===== src/rtl/branch_predictor.sv =====
// branch_predictor: PT/BHR/BTB direction and target predictor with post-reset table clear and stats
module branch_predictor #(
  parameter int DBITS          = 32,
  parameter int BHR_BITS       = 8,
  parameter int PT_INDEX_BITS  = 8,
  parameter int CTR_BITS       = 2,
  parameter int BTB_INDEX_BITS = 4,
  parameter int MODE           = 1
) (
  input  logic                     clk,
  input  logic                     reset,
  output logic                     ready,
  input  logic                     lk_valid,
  input  logic [DBITS-1:0]         lk_pc,
  output logic                     lk_taken,
  output logic                     lk_hit,
  output logic [DBITS-1:0]         lk_target,
  output logic [PT_INDEX_BITS-1:0] lk_pt_idx,
  input  logic                     up_valid,
  input  logic [DBITS-1:0]         up_pc,
  input  logic                     up_is_cond,
  input  logic                     up_taken,
  input  logic [DBITS-1:0]         up_target,
  input  logic [PT_INDEX_BITS-1:0] up_pt_idx,
  input  logic                     up_mispredict,
  output logic [BHR_BITS-1:0]      bhr,
  output logic [31:0]              stat_lookups,
  output logic [31:0]              stat_mispredicts
);
  localparam int PT_N = 1 << PT_INDEX_BITS;
  localparam int BTB_N = 1 << BTB_INDEX_BITS;
  localparam int PTR_BITS = PT_INDEX_BITS > BTB_INDEX_BITS ? PT_INDEX_BITS : BTB_INDEX_BITS;
  localparam int TAG_BITS = DBITS - BTB_INDEX_BITS - 2;
  localparam logic [CTR_BITS-1:0] WEAK_NT = CTR_BITS'((1 << (CTR_BITS - 1)) - 1);
  typedef enum logic {INIT, RUN} state_t;
  state_t state, state_next;
  logic [PTR_BITS-1:0] ptr;
  logic [CTR_BITS-1:0] pt [PT_N];
  logic [BTB_N-1:0] btb_valid;
  logic [BTB_N-1:0] btb_jump;
  logic [TAG_BITS-1:0] btb_tag [BTB_N];
  logic [DBITS-1:0] btb_target [BTB_N];
  logic [PT_INDEX_BITS+BHR_BITS-1:0] bhr_wide;
  logic [PT_INDEX_BITS-1:0] bhr_ext, lk_idx;
  logic [BTB_INDEX_BITS-1:0] lk_bi, up_bi;
  logic [CTR_BITS-1:0] ctr, ctr_next;
  logic [BHR_BITS:0] hist_wide;
  logic upd, pt_in, btb_in, unused_ok;
  assign unused_ok = ^up_pc[1:0];
  // Index/tag derivation, lookup outputs and training values
  always_comb begin
    state_next = (state == INIT && &ptr) ? RUN : state;
    ready = state == RUN;
    bhr_wide = {{PT_INDEX_BITS{1'b0}}, bhr};
    bhr_ext = bhr_wide[PT_INDEX_BITS-1:0];
    lk_idx = MODE == 0 ? lk_pc[PT_INDEX_BITS+1:2] : lk_pc[PT_INDEX_BITS+1:2] ^ bhr_ext;
    lk_bi = lk_pc[BTB_INDEX_BITS+1:2];
    up_bi = up_pc[BTB_INDEX_BITS+1:2];
    lk_hit = lk_valid & ready & btb_valid[lk_bi] & (btb_tag[lk_bi] == lk_pc[DBITS-1:BTB_INDEX_BITS+2]);
    lk_taken = lk_hit & (btb_jump[lk_bi] | pt[lk_idx][CTR_BITS-1]);
    lk_target = lk_taken ? btb_target[lk_bi] : lk_pc + DBITS'(4);
    lk_pt_idx = ready ? lk_idx : '0;
    upd = up_valid & ready & reset;
    ctr = pt[up_pt_idx];
    ctr_next = up_taken ? (&ctr ? ctr : ctr + 1'b1) : (|ctr ? ctr - 1'b1 : ctr);
    hist_wide = {bhr, up_taken};
    pt_in = 32'(ptr) < PT_N;
    btb_in = 32'(ptr) < BTB_N;
  end
  // Control state, clear pointer, history and saturating statistics
  always_ff @(posedge clk) begin
    if (!reset) begin
      state <= INIT;
      ptr <= '0;
      bhr <= '0;
      stat_lookups <= '0;
      stat_mispredicts <= '0;
    end else begin
      state <= state_next;
      ptr <= state == INIT ? ptr + 1'b1 : ptr;
      bhr <= (upd & up_is_cond) ? hist_wide[BHR_BITS-1:0] : bhr;
      stat_lookups <= stat_lookups + 32'(lk_valid & ready & ~&stat_lookups);
      stat_mispredicts <= stat_mispredicts + 32'(upd & up_mispredict & ~&stat_mispredicts);
    end
  end
  // Pattern table: cleared to weakly not-taken during INIT, trained by conditional resolutions
  always_ff @(posedge clk) begin
    if (state == INIT && pt_in) pt[ptr[PT_INDEX_BITS-1:0]] <= WEAK_NT;
    else if (upd & up_is_cond) pt[up_pt_idx] <= ctr_next;
  end
  // BTB: valid bits cleared during INIT, entries allocated on taken resolutions
  always_ff @(posedge clk) begin
    if (state == INIT && btb_in) btb_valid[ptr[BTB_INDEX_BITS-1:0]] <= 1'b0;
    else if (upd & up_taken) begin
      btb_valid[up_bi] <= 1'b1;
      btb_jump[up_bi] <= ~up_is_cond;
      btb_tag[up_bi] <= up_pc[DBITS-1:BTB_INDEX_BITS+2];
      btb_target[up_bi] <= up_target;
    end
  end
endmodule


===== config.mk =====
export PLATFORM = sky130hd
export DESIGN_NAME = branch_predictor
export DESIGN_NICKNAME = d
export VERILOG_FILES = /design/src/rtl/branch_predictor.sv
export SDC_FILE = /design/constraint.sdc
export NUM_CORES = 2
export LEC_CHECK = 0
export CAP_MARGIN = 40
export CORE_ASPECT_RATIO = 1.25
export CORE_MARGIN = 4
export CORE_UTILIZATION = 45
export CTS_CLUSTER_DIAMETER = 120
export DETAILED_ROUTE_END_ITERATION = 10
export PLACE_DENSITY = 0.69
export SLEW_MARGIN = 20
export SYNTH_ARGS = -nofsm -noshare
export SYNTH_HDL_FRONTEND = slang
export SYNTH_SLANG_ARGS = --single-unit
export TNS_END_PERCENT = 1

===== constraint.sdc =====
create_clock -name clk -period 33.8 [get_ports clk]
set_input_delay 6.76 -clock clk [delete_from_list [all_inputs] [get_ports clk]]
set_output_delay 6.76 -clock clk [all_outputs]
set_load 0.03 [all_outputs]

# After elaboration in Yosys (flattened, before gate mapping)
# Memory sizes are Yosys's and may differ from the RTL's.
# Index checks and enable logic that the tools add are counted.
dict set report word_totals {
  word_cells 83
  out_inout_bits 115
  ram_bits 1440
  inputBits 111
  memories 3
  regBits 113
}
# memory words width read_ports rd_clocked_by_memory_dff write_ports line
set mem_list {}
lappend mem_list {btb_target 16 32 1 0 1 42} ;# logic [DBITS-1:0] btb_target [BTB_N];
lappend mem_list {pt 256 2 2 0 1 38} ;# logic [CTR_BITS-1:0] pt [PT_N];
lappend mem_list {btb_tag 16 26 1 0 1 41} ;# logic [TAG_BITS-1:0] btb_tag [BTB_N];
dict set report op_classes {
  n_bitwise 20
  n_lt_le_gt_ge 6
  n_reduce_logical 14
  mux 26
  n_addsub 6
  eq_ne 1
}
# cell count
set op_table {}
lappend op_table {{32-bit by 1-bit adder with 32-bit output} 2}
lappend op_table {{32-bit AND reduction} 2}
lappend op_table {{32-bit by 3-bit adder with 32-bit output, second input constant} 1}
lappend op_table {{16-bit two-way mux} 2}
lappend op_table {{32-bit two-way mux} 1}
lappend op_table {{26-bit == test} 1}
lappend op_table {{16-bit AND} 1}
lappend op_table {{16-bit bitwise mux} 1}
lappend op_table {{8-bit two-way mux} 2}
lappend op_table {{16-bit NOT} 1}
lappend op_table {{16-bit OR} 1}
lappend op_table {{4-bit by 5-bit < comparator with 1-bit output, second input constant} 3}
lappend op_table {{1-bit AND} 12}
lappend op_table {{1-bit two-way mux} 12}
lappend op_table {{8-bit by 1-bit adder with 8-bit output, second input constant} 1}
lappend op_table {{1-bit binary-select mux with 4-bit select} 2}
lappend op_table {{1-bit demux with 4-bit select} 2}
lappend op_table {{4-bit by 1-bit greater-or-equal comparator with 1-bit output, second input constant} 2}
lappend op_table {{8-bit by 5-bit < comparator with 1-bit output, second input constant} 1}
lappend op_table {{2-bit two-way mux} 4}
lappend op_table {{8-bit AND reduction} 1}
lappend op_table {{8-bit XOR} 1}
lappend op_table {{1-bit logical AND} 4}
lappend op_table {{2-bit AND reduction} 2}
lappend op_table {{other kinds (7)} 11}

# Longest topological paths before layout
dict set report logic_depth {
  word_depth 8
  depth_mapped 14
  mapped_depth_nobuf 13
}

# Least setup slack after synthesis
# Ideal clock, no wire load.
dict set report synth_timing {
  kind {input to register}
  start {input up_pt_idx[0]}
  end {memory pt[0][0] (data pin)}
  slack_ps 12226
  arrival_ps 19387
  setup_ps 2187
  required_time_ps 31613
  cell_stages 10
  path_buffers 3
  cell_sequence {buf_2 > buf_2 > buf_1 > mux4_2 > mux4_2 > a22oi_1 > a21oi_1 > nor4_1 > a21oi_1 > o21ai_0}
}
dict set report synth_via {
  elab_chain_cells 5
  word_cells_on_any_way 9
}
# item line
set synth_lines {}
lappend synth_lines {{start: declaration} 24} ;# input logic [PT_INDEX_BITS-1:0] up_pt_idx,
lappend synth_lines {{memory 256 x 2 bit *} n/a}
lappend synth_lines {{2-bit by 1-bit subtractor with 2-bit output (tied with other cells)} 65} ;# ctr_next = up_taken ? (&ctr ? ctr : ctr + 1'b1) : (|ctr ? ctr - 1'b1 : ctr);
lappend synth_lines {{2-bit two-way mux} 65}
lappend synth_lines {{2-bit two-way mux *} 65}
lappend synth_lines {{2-bit two-way mux (no source line) *} n/a}
lappend synth_lines {{end: declaration} 38}
# Mark *: on every way between the ends. The rest lies on a longest branch, timed or not.

# Worst setup path in the final report
dict set report layout_timing {
  start {input lk_pc[2]}
  end {output lk_target[9]}
}
dict set report layout_via {
  elab_chain_cells 6
  word_cells_on_any_way 15
}
# item line
set layout_lines {}
lappend layout_lines {{start: declaration} 14} ;# input logic [DBITS-1:0] lk_pc,
lappend layout_lines {{branches (longest 5 deep; another with memory 256 x 2 bit)} n/a}
lappend layout_lines {{32-bit two-way mux *} 61} ;# lk_target = lk_taken ? btb_target[lk_bi] : lk_pc + DBITS'(4);
lappend layout_lines {{end: declaration} 17} ;# output logic [DBITS-1:0] lk_target,
# Every way passes the cells marked *. The select of a mux whose other input is x is not followed.

==> impl_metrics.csv <==
group,metric,value,unit
worst_setup_path,critPathKind,"in -> out",
worst_setup_path,critPathMaxStageDelay,0.72,ns
routing,dr.pass1.iters,5,
clocking,clock_latency,0.79,ns
global_route,grt_util_met2,38.1,%
pwr,power.static_leakage,24.7,nW
global_route,grt_pass1_wl,244000,um
worst_setup_path,cp_data_arrival_time,13.26,ns
yosys,synth_compound_gate_area_share,2.32,%
yosys,yosys.area_share.simple,5.45,%
clocking,clock_path_buffers,3,
clocking,ctsHtreeMaxLevel,4,
clocking,ctsHoldBuffers,0,
yosys,syn_area,65300,um2
timing,finalCritPeriodShare,59.2,%
yosys,synth_area_leader_cell,"edfxtp_1",
worst_setup_path,path_cells,"buf_8 -> buf_4 -> buf_4 -> buf_4 -> buf_16 -> mux4_2 -> mux2i_1 -> xnor2_1 -> nor4_1 -> a31oi_1 -> or4b_1 -> nor4_4 -> buf_4 -> mux2_1 -> clkdlybuf4s50_1",
yosys,synth_mux_area_share,18.4,%
timing,setup_tns,0,ns
die,io_pins,226,
layout,fillers,11355,
layout,drive_above_1_share,22.1,%
pwr,powerDensity,53.6,nW/um2
die,initial_core_util,45.2,%
global_route,antenna_found_initial,34,
yosys,dominantRegCellSynth,"edfxtp_1",
timing,tightestPinTransition,0.912,ns
yosys,synth-seq-area-share,70.2,%
global_route,grt.total_usage,22.2,%
routing,drt.antenna.violating_nets,0,
yosys,synth_fa_ha_area_share,0.192,%
worst_setup_path,cp_slowest_cell,"buf_4",
global_route,grt_max_degree,98,
routing,drt_iter0_drc,3917,
clocking,postCtsSetupBuffers,0,
yosys,synth_nets,3622,
min_path,hp-class,"reg -> reg",
placement,portBuffers,223,
clocking,cts_buffers,156,
routing,wl_per_cell,28.8,um
timing,layout_min_cycle_time,20.02,ns
yosys,ys_warn_count,0,
global_route,grt_use_met1,28.3,%
global_route,global_route.usage.met3,4.28,%
yosys,ys_ff_latch,1553,
timing,finClkSkew,0.0479,ns
placement,pre_cts_slack,13.63,ns
die,fp-row-count,156,
global_route,grt.overflow.total,0,
yosys,synth_xor_area_share,1.70,%
yosys,async_reset_ff_share,0,%
timing,hold_viol_final,0,
placement,gp_congestion,0.867,
global_route,grt_pass1_vias,35759,
worst_setup_path,required,27.04,ns
worst_setup_path,endpoint_kind,"output pin",
yosys,yosysTopAreaCellShare,67.7,%
worst_setup_path,cp_max_fo,51,
yosys,synth.avg_cell_area,18.6,um2
yosys,synth.area.top_cells,"edfxtp_1 (68%), mux4_2 (17%), dfxtp_1 (2.5%)",
clocking,path_clk_slew,0.05,ns
worst_setup_path,start_kind,"primary input",
die,core,144000,um2
global_route,grt_busiest_layer,"met2",
timing,slew_viol_final,0,
worst_setup_path,crit_top_cell,"buf_4",
timing,max_slew_margin,39.0,%
placement,dp_hpwl,104000,um
layout,fin_nets,3899,
die,fp.dieH,434,um
die,die_area,151000,um2
routing,avgViaCountPerCell,6.06,
timing,fmax,50.0,MHz
flow_run,cap_viol_max_count,0,
die,fp.dieW,349,um
pwr,vdd_drop_max,0.0678,mV
yosys,synth_edf_count,1472,
timing,fin_ws,13.78,ns
routing,drc_errors,0,
yosys,synth_top_family_by_area,"multiplexers",
routing,vias,35229,
timing,finalSetupViolCount,0,
clocking,cts_resized,0,
routing,drt_wl_total,168000,um
clocking,root_buffer,"clkbuf_16",
outcome,outcome,"completed",
yosys,postSynthCellCount,3501,
clocking,tritoncts,"done",
layout,areaGrowthSynthToFinish,15.5,%
clocking,cts_sinks,1553,
timing,rsz0062_at_grt,"no",
yosys,ys_types,72,
## per-stage QoR
stage | hold WS [ns] | cells | power, mW | cell area [um2] | utilization (%)
after CTS | 0.514 | 5796 | 4.07 | 75300 | 52.1
after detailed placement | 0.504 | 5512 | 2.34 | 70100 | 48.6
after global routing | 0.537 | 5803 | 4.16 | 75400 | 52.2
after global placement | 0.494 | 5488 | 2.34 | 69600 | 48.2
final | 0.509 | 5817 | 4.04 | 75400 | 52.2
after floorplan | 0.558 | 3501 | 2.26 | 65300 | -
## cell usage after synthesis, types with 9 or more instances
cell,instances
a21oi_1,51
nor4_1,9
mux2_2,13
and3_1,23
buf_1,38
mux4_2,480
edfxtp_1,1472
o21ai_0,40
nor2_1,323
xor2_1,31
dfxtp_1,81
xnor2_1,92
buf_2,30
nand4_1,34
nand3_1,40
a31oi_1,16
nor2b_1,18
nand2_1,150
or3_1,15
nor3_1,26
a22oi_1,24
buf_4,11
buf_6,14
mux2i_1,73
mux2_1,29
and2_1,80
a21boi_0,22
inv_1,22
ha_1,10
a211oi_1,11
clkbuf_1,114
## sequential cells by signal, summed over array words and instances (netlist names), 16 cells and up
name and count:
btb_tag 416, stat_lookups 32, btb_jump 16, btb_valid 16
stat_mispredicts 32, pt 512, btb_target 512
## worst paths after layout
kind	start	endpoint	slack [ns]	cells past startpoint
max	lk_pc[2]	lk_target[9]	13.78	15
min	stat_lookups[26]$_SDFF_PN0_	stat_lookups[26]$_SDFF_PN0_	0.51	2
max reg2reg	pt[215][0]$_DFFE_PP_	pt[80][0]$_DFFE_PP_	29.40	10
min reg2reg	stat_lookups[26]$_SDFF_PN0_	stat_lookups[26]$_SDFF_PN0_	0.51	2
## per-layer routing
metal	wire (um)	up-vias
li1	-	14735
met1	61100	18506
met2	86400	1633
met3	14000	339
met4	6180	16
met5	98	-
## layout make-up
| class | count | area [um2] | share of cell area, % |
|---|---|---|---|
| sequential | 1553 | 45800 | 60.7 |
| multi-input combinational | 1714 | 18500 | 24.5 |
| clock buffer | 194 | 4110 | 5.45 |
| timing repair buffer | 331 | 3420 | 4.53 |
| tap | 1896 | 2370 | 3.14 |
| clock inverter | 90 | 1060 | 1.41 |
| inverter | 22 | 85.1 | 0.113 |
| antenna | 17 | 42.5 | 0.0564 |
## cell usage in the layout, fill, tap and decap left out, types with 34 or more instances in the layout
| master | Yosys | final |
|---|---|---|
| clkdlybuf4s50_1 | 0 | 214 |
| nand2_1 | 150 | 150 |
| o21ai_0 | 40 | 39 |
| clkbuf_16 | 0 | 158 |
| and2_1 | 80 | 80 |
| xnor2_1 | 92 | 90 |
| edfxtp_1 | 1472 | 1472 |
| a21oi_1 | 51 | 50 |
| buf_4 | 11 | 85 |
| nand4_1 | 34 | 34 |
| mux4_2 | 480 | 480 |
| mux2i_1 | 73 | 73 |
| dfxtp_1 | 81 | 81 |
| nor2_1 | 323 | 307 |
| nand3_1 | 40 | 40 |
## power by group
group	internal (mW)	switching, mW
logic	0.0839	0.121
clock network	1.01	0.729
registers	2.10	0.00215
## critical path, delay by kind of cell
family / cells / cell delay, ns
AND/OR/NAND/NOR: 3 / 1.00
buffers and inverters: 7 / 3.64
multiplexers: 3 / 1.46
XOR/XNOR: 1 / 0.11
AO/OA/AOI/OAI: 1 / 0.10
## kinds of logic (layout without fill, tap and decap cells)
group / count (synthesis) / after routing
buffers and inverters: 234 / 637
multiplexers: 595 / 595
flip-flops: 1553 / 1553
adder cells (fa/ha/maj): 10 / 10
AO/OA/AOI/OAI: 225 / 225
AND/OR/NAND/NOR: 759 / 759
XOR/XNOR: 125 / 125
other: 0 / 17
No activity file was read; power rests on OpenSTA's default activity.
